===== src/rtl/dma_datapath_primitives.sv =====
// rtl/dma_datapath_primitives.sv - DMA datapath FIFO, loadable up-counter and enable register
module dma_datapath_primitives #(
  parameter int DATA       = 16,
  parameter int ADDR_SIZE  = 5,
  parameter int DIV_FACTOR = 3,
  parameter int L          = 15,
  parameter int REG_DEPTH  = 16
) (
  input  logic                 clk,
  input  logic                 rst,
  input  logic                 fifo_enable,
  input  logic                 fifo_wr_rd,
  input  logic                 fifo_clr,
  input  logic                 fifo_old_add_flag,
  input  logic [DATA-1:0]      fifo_in,
  output logic [DATA-1:0]      fifo_out,
  output logic                 full,
  output logic                 empty,
  output logic                 empty_partial,
  input  logic                 cnt_en,
  input  logic                 cnt_load,
  input  logic                 cnt_clr,
  input  logic [L-1:0]         cnt_data_in,
  output logic [L-1:0]         cnt,
  output logic                 end_cnt,
  input  logic                 reg_en,
  input  logic                 reg_clr,
  input  logic [REG_DEPTH-1:0] reg_data_in,
  output logic [REG_DEPTH-1:0] reg_data_out
);

  localparam int DEPTH = 1 << ADDR_SIZE;
  localparam logic [ADDR_SIZE:0]   OCC_FULL = (ADDR_SIZE+1)'(DEPTH);
  localparam logic [ADDR_SIZE:0]   OCC_PART = (ADDR_SIZE+1)'(DEPTH >> DIV_FACTOR);
  localparam logic [ADDR_SIZE:0]   OCC_ONE  = 1;
  localparam logic [ADDR_SIZE-1:0] PTR_ONE  = 1;
  localparam logic [L-1:0]         CNT_ONE  = 1;

  logic [DATA-1:0]      mem [DEPTH];
  logic [ADDR_SIZE-1:0] wr_ptr;
  logic [ADDR_SIZE-1:0] rd_ptr;
  logic [ADDR_SIZE:0]   occ;
  logic                 wr_en;
  logic                 rd_en;

  assign full          = (occ == OCC_FULL);
  assign empty         = (occ == '0);
  assign empty_partial = (occ <= OCC_PART);

  // Clear and the retry/cancel flag both pre-empt a normal access.
  assign wr_en = !fifo_clr && !fifo_old_add_flag && fifo_enable &&  fifo_wr_rd && !full;
  assign rd_en = !fifo_clr && !fifo_old_add_flag && fifo_enable && !fifo_wr_rd && !empty;

  always_ff @(posedge clk) begin
    if (wr_en) begin
      mem[wr_ptr] <= fifo_in;
    end
  end

  always_ff @(posedge clk or negedge rst) begin
    if (!rst) begin
      wr_ptr   <= '0;
      rd_ptr   <= '0;
      occ      <= '0;
      fifo_out <= '0;
    end else if (fifo_clr) begin
      wr_ptr <= '0;
      rd_ptr <= '0;
      occ    <= '0;
    end else if (fifo_old_add_flag) begin
      // Write side rewinds the last word; read side simply holds so the word is re-presented.
      if (fifo_wr_rd && !empty) begin
        wr_ptr <= wr_ptr - PTR_ONE;
        occ    <= occ - OCC_ONE;
      end
    end else if (wr_en) begin
      wr_ptr <= wr_ptr + PTR_ONE;
      occ    <= occ + OCC_ONE;
    end else if (rd_en) begin
      fifo_out <= mem[rd_ptr];
      rd_ptr   <= rd_ptr + PTR_ONE;
      occ      <= occ - OCC_ONE;
    end
  end

  assign end_cnt = &cnt;

  always_ff @(posedge clk or negedge rst) begin
    if (!rst) begin
      cnt <= '0;
    end else if (cnt_clr) begin
      cnt <= '0;
    end else if (cnt_en && cnt_load) begin
      cnt <= cnt_data_in;
    end else if (cnt_en) begin
      cnt <= cnt + CNT_ONE;
    end
  end

  always_ff @(posedge clk or negedge rst) begin
    if (!rst) begin
      reg_data_out <= '0;
    end else if (reg_clr) begin
      reg_data_out <= '0;
    end else if (reg_en) begin
      reg_data_out <= reg_data_in;
    end
  end

endmodule


===== config.mk =====
export PLATFORM = sky130hd
export DESIGN_NAME = dma_datapath_primitives
export DESIGN_NICKNAME = d
export VERILOG_FILES = /design/src/rtl/dma_datapath_primitives.sv
export SDC_FILE = /design/constraint.sdc
export NUM_CORES = 1
export LEC_CHECK = 0
export BUFFER_PORTS_ARGS = -buffer_cell sky130_fd_sc_hd__buf_2
export CORE_UTILIZATION = 29
export CTS_BUF_LIST = sky130_fd_sc_hd__clkbuf_4 sky130_fd_sc_hd__clkbuf_8 sky130_fd_sc_hd__clkbuf_16
export CTS_CLUSTER_SIZE = 12
export DETAILED_ROUTE_END_ITERATION = 8
export PLACE_DENSITY = 0.49
export REMOVE_ABC_BUFFERS = 1
export SYNTH_ARGS = -nofsm -noshare
export SYNTH_HDL_FRONTEND = slang
export SYNTH_SLANG_ARGS = --single-unit

===== constraint.sdc =====
create_clock -name clk -period 6.8 [get_ports clk]
set_input_delay 1.36 -clock clk [delete_from_list [all_inputs] [get_ports clk]]
set_output_delay 1.36 -clock clk [all_outputs]
set_load 0.01 [all_outputs]

== Word level (Yosys, flattened, before mapping) ==
Memories as Yosys holds them, arrays and structs flattened. A register that Yosys moved wholly into a read port is not among the register bits.
Cells that the tools add are included.

* Reduce and logical (&&, ||, !) cells: 25
* Add/subtract/negate cells: 6
* Equal/unequal tests: 4
* $lt $le $gt $ge: 1
* Bitwise gates (word level): 3
* Multiplexer cells: 20

{| class="wikitable"
|+ Operators by type and width
! cell !! count
|-
| two-way mux 15 bit || 3
|-
| two-way mux 5 bit || 8
|-
| two-way mux 16 bit || 2
|-
| two-way mux 6 bit || 5
|-
| adder 15 x 1 -> 15 bit, second input constant || 1
|-
| AND reduction 15 bit || 1
|-
| adder 5 x 1 -> 5 bit, second input constant || 2
|-
| logical AND 1 bit || 8
|-
| adder 6 x 1 -> 6 bit, second input constant || 1
|-
| equality test 6 bit, second input constant || 1
|-
| less-or-equal comparator 6 x 3 -> 1 bit, second input constant || 1
|-
| logical NOT 1 bit || 6
|-
| logical NOT 6 bit || 1
|-
| nonzero test 3 bit || 2
|-
| subtractor 6 x 1 -> 6 bit, second input constant || 1
|-
| subtractor 5 x 1 -> 5 bit, second input constant || 1
|-
| inequality test 2 bit, second input constant || 2
|-
| AND reduction 2 bit || 2
|-
| AND reduction 4 bit || 1
|-
| nonzero test 2 bit || 2
|-
| nonzero test 4 bit || 1
|-
| inequality test 3 x 2 -> 1 bit, second input constant || 1
|-
| inverter 1 bit || 3
|-
| AND reduction 3 bit || 1
|-
| two-way mux 1 bit || 2
|}

* Memory bits (writable): 512
* Memories: 1
* Bits in registers: 47
* Output and inout port bits: 51

{| class="wikitable"
|+ Memories
! memory !! words !! width !! rd ports !! clocked after memory_dff !! write ports !! RTL line !! RTL
|-
| mem || 32 || 16 || 1 || 1 || 1 || 39 || <nowiki>logic [DATA-1:0] mem [DEPTH];</nowiki>
|}

== Longest topological paths before layout ==
* Depth after elaboration: 9
* Gate-level depth with buffers: 8
* Mapped depth without buffers: 7

== Least setup slack after synthesis ==
OpenSTA, ideal clock, no wires.

* Path type: input to register
* From: in fifo_clr
* To: mem mem[30][0] (enable)
* Buffers on the path: 1
* Arrival: 3.209 ns
* Path slack: 3.202 ns
* Stages: 5
* Setup time: 0.388 ns
* Data required time: 6.412 ns
* Path through: clkbuf_1 -> nor4bb_1 -> a21boi_2 -> nand3_1 -> nor2_1

* Word-level cells in the longest chain between the ends: 7

{| class="wikitable"
|+ RTL lines
! item !! RTL line !! RTL
|-
| from (decl) || 13 || <nowiki>input logic fifo_clr,</nowiki>
|-
| logical NOT 1 bit || 51 || <nowiki>assign wr_en = !fifo_clr && !fifo_old_add_flag && fifo_enable && fifo_wr_rd && !full;</nowiki>
|-
| logical AND 1 bit (4 in a row) || 51 ||
|-
| two-way mux 1 bit || 55 || <nowiki>if (wr_en) begin</nowiki>
|-
| two-way mux 1 bit (not written as such) || 56 || <nowiki>mem[wr_ptr] <= fifo_in;</nowiki>
|-
| to (decl) || 39 ||
|}

No other way between the ends.

== Worst setup path in the final report ==
* From: in fifo_clr
* To: mem mem[16][2] (enable)

The elaborated chain is that of the path after synthesis.

==> flow_metrics.py <==
metrics = {
    "clocking": {
        "cts_buffers": 61,
        "insertion_delay_ps": 650,
        "cts_tree": "built",
        "root_buffer": "clkbuf_16",
        "ctsHoldBuffers": 0,
        "cts_num_sinks": 575,
        "cts.path.max_buffers": 3,
        "postCtsSetupBuffers": 0,
        "cts.clk_slew.worst_paths_ps": 60,
        "h-tree-depth": 2,
        "post_cts_resized": 0,
    },
    "finish": {
        "fin_cells": 2568,
        "final_util_pct": 33.9,
        "drive_gt1_share_pct": 20.9,
        "num_antenna_cells": 0,
        "final_area_um2": 26700,
        "most-common-layout-cells": "edfxtp_1 (512), mux2i_1 (187), buf_2 (107)",
        "final_common_cell": "edfxtp_1",
        "areaGrowthSynthToFinish_pct": 15.6,
        "nNetsFinal": 1541,
    },
    "placed_design": {
        "port_buffers": 108,
        "routabilityCongestion": 0.833,
        "pre_cts_ws_ps": 2080,
        "place_area_um2": 24800,
        "place.detailed.hpwl_mm": 38.6,
        "placedCellCount": 2461,
    },
    "worst_setup_path": {
        "reg2reg_depth": 7,
        "critical_path_peak_fanout": 19,
        "regToRegSetupSlack_ps": 3080,
        "crit_type": "in -> reg",
        "critPathLaunch": "fifo_clr",
        "reg2reg_to": "mem[16][2]",
        "crit_path_start_kind": "primary input",
        "crit_required_ps": 7120,
        "arrival_ps": 4370,
        "r2r_start": "occ[0]",
        "critPathCaptureType": "flop",
    },
    "global_routing": {
        "grt_use_total_pct": 15.2,
        "antenna_found_initial": 2,
        "grt_max_degree": 119,
        "grt_pass1_wl_mm": 90.0,
        "grt_pass1_vias": 12700,
        "grt_overflow": 0,
    },
    "route": {
        "wl_per_cell_um": 24.3,
        "ant_nets": 0,
        "wl_mm": 62.5,
        "dr.pass1.iters": 5,
        "drt_iter0_drc": 1093,
        "routed_via_density": 4.92,
        "drcViolationCount": 0,
        "num_vias": 12600,
    },
    "floorplan": {
        "dieArea_um2": 80800,
        "fp.dieH_um": 284,
        "core_um2": 78900,
        "ioPinCount": 109,
        "rows": 103,
        "die-width_um": 284,
        "initial_core_util_pct": 29.3,
    },
    "logic_synthesis": {
        "yosysSeqAreaShare_pct": 73.3,
        "synth.avg_cell_area_um2": 17.0,
        "synthDominantCellAreaShare_pct": 66.5,
        "synth-async-reset-ratio_pct": 11.0,
        "synth-seq-cells": 575,
        "yosysTopAreaCell": "edfxtp_1",
        "netlist_instances": 1363,
        "ys.flop_type": "edfxtp_1",
        "yosys-top-cells-area": "edfxtp_1 (67%), mux2i_1 (8.1%), dfrtp_1 (6.8%), mux4_2 (4.6%), nor2_1 (2.0%)",
        "synth_edf_count": 512,
        "ys_types": 61,
        "ys_warn_count": 0,
        "synth_area_um2": 23100,
    },
    "hold_path": {
        "hp-class": "reg -> reg",
        "whs_path_depth": 2,
        "holdPathEnd": "reg_data_out[8]",
        "hold_start": "reg_data_out[8]",
    },
    "timing": {
        "fin_crit_ps": 4050,
        "finalSetupViolations": 0,
        "min_period_over_period_pct": 59.5,
        "rsz0062_at_grt": "no",
        "fmax_mhz": 247,
        "worstMarginPinSlew_ps": 1120,
        "maxSlewHeadroom_pct": 25.4,
        "fin_skew_ps": 42.7,
        "hold_violations": 0,
        "tns_ps": 0,
        "setup_slack_ps": 2750,
        "hold-worst-slack_ps": 518,
        "drv_slew": 0,
    },
    "power": {
        "p_total_mw": 8.15,
        "power_density_nw_per_um2": 305,
        "leakage_nw": 8.53,
        "ir_drop_v": 0.000207,
    },
    "job": {
        "drv_cap": 0,
    },
    "run_status": {
        "status": "completed",
    },
}
[final cells by class]
cell class / instances / area, um2
Inverter: 14 / 52.6
Sequential cell: 575 / 17000
Multi-Input combinational cell: 699 / 5820
Tap cell: 1050 / 1310
Clock inverter: 31 / 248
Fill cell: 7614 / 52200
Clock buffer: 76 / 1640
Timing Repair Buffer: 123 / 681
[report_power, final]
part           internal (mW)  leakage, nW  switching, mW
registers               3.94         5.40          0.188
clock network           1.78        0.926           1.38
logic                  0.355         2.20          0.506
[synthesized netlist by cell type (3+ instances only)]
cell / number
a2111oi_0: 4
a211oi_1: 27
a21o_1: 3
a21oi_1: 14
a221o_1: 4
a221oi_1: 10
a22o_1: 3
a22oi_1: 6
a31oi_1: 5
and3_1: 6
buf_1: 5
buf_2: 18
buf_4: 12
clkbuf_1: 38
dfrtp_1: 63
edfxtp_1: 512
ha_1: 8
inv_1: 14
mux2_2: 10
mux2i_1: 187
mux4_2: 47
nand2_1: 25
nand2b_1: 4
nand3_1: 16
nand3b_1: 7
nand4_1: 8
nor2_1: 123
nor2b_1: 14
nor3_1: 23
nor4_1: 12
o21ai_0: 29
o221a_2: 3
o221ai_1: 10
o22a_1: 8
o22ai_1: 39
o31ai_1: 3
or2_2: 4
xnor2_1: 6
xor2_1: 3
[kinds of logic (layout without fill, tap and decap cells)]
family / after synthesis / in the layout / share of synthesized area [%]
AOI/OAI and AO/OA: 179 / 179 / 5.44
muxes: 244 / 244 / 13.2
xor gates and xnor gates: 9 / 9 / 0.341
buffers and inverters: 89 / 244 / 1.80
DFF: 575 / 575 / 73.3
and+or+nand+nor: 258 / 258 / 5.39
adders and majority gates: 9 / 9 / 0.520
[flip-flops by register name, summed over array words and instances, names as in the netlist]
| signal | cells |
|---|---|
| wr_ptr | 5 |
| occ | 6 |
| fifo_out | 16 |
| mem | 512 |
| rd_ptr | 5 |
| cnt | 15 |
| reg_data_out | 16 |
[worst max path at each step]
stage                   endpoint  slack [ps]  cells past startpoint
floorplan           fifo_out[13]       -1600                      5
global placement       mem[1][8]        2160                      5
detailed placement     mem[1][9]        2080                      5
CTS                   mem[16][2]        2770                      6
global route           mem[4][3]        2650                      5
finish                mem[16][2]        2750                      6
[worst max-delay path: stages]
cell and delay [ps]:
buf_2 220, nor4bb_1 320, a21boi_2 540, nand3_1 750
nor2_1 860, buf_4 300
[routing by layer]
metal | track usage (%) | part of all wire [%] | vias up
li1 | - | - | 5633
met1 | 21.4 | 45 | 6538
met2 | 24.4 | 47 | 389
met3 | 2.50 | 5.3 | 83
met4 | 4.14 | 2.4 | 0
met5 | 0 | 0 | -
No activity file was read; power rests on OpenSTA's default activity.
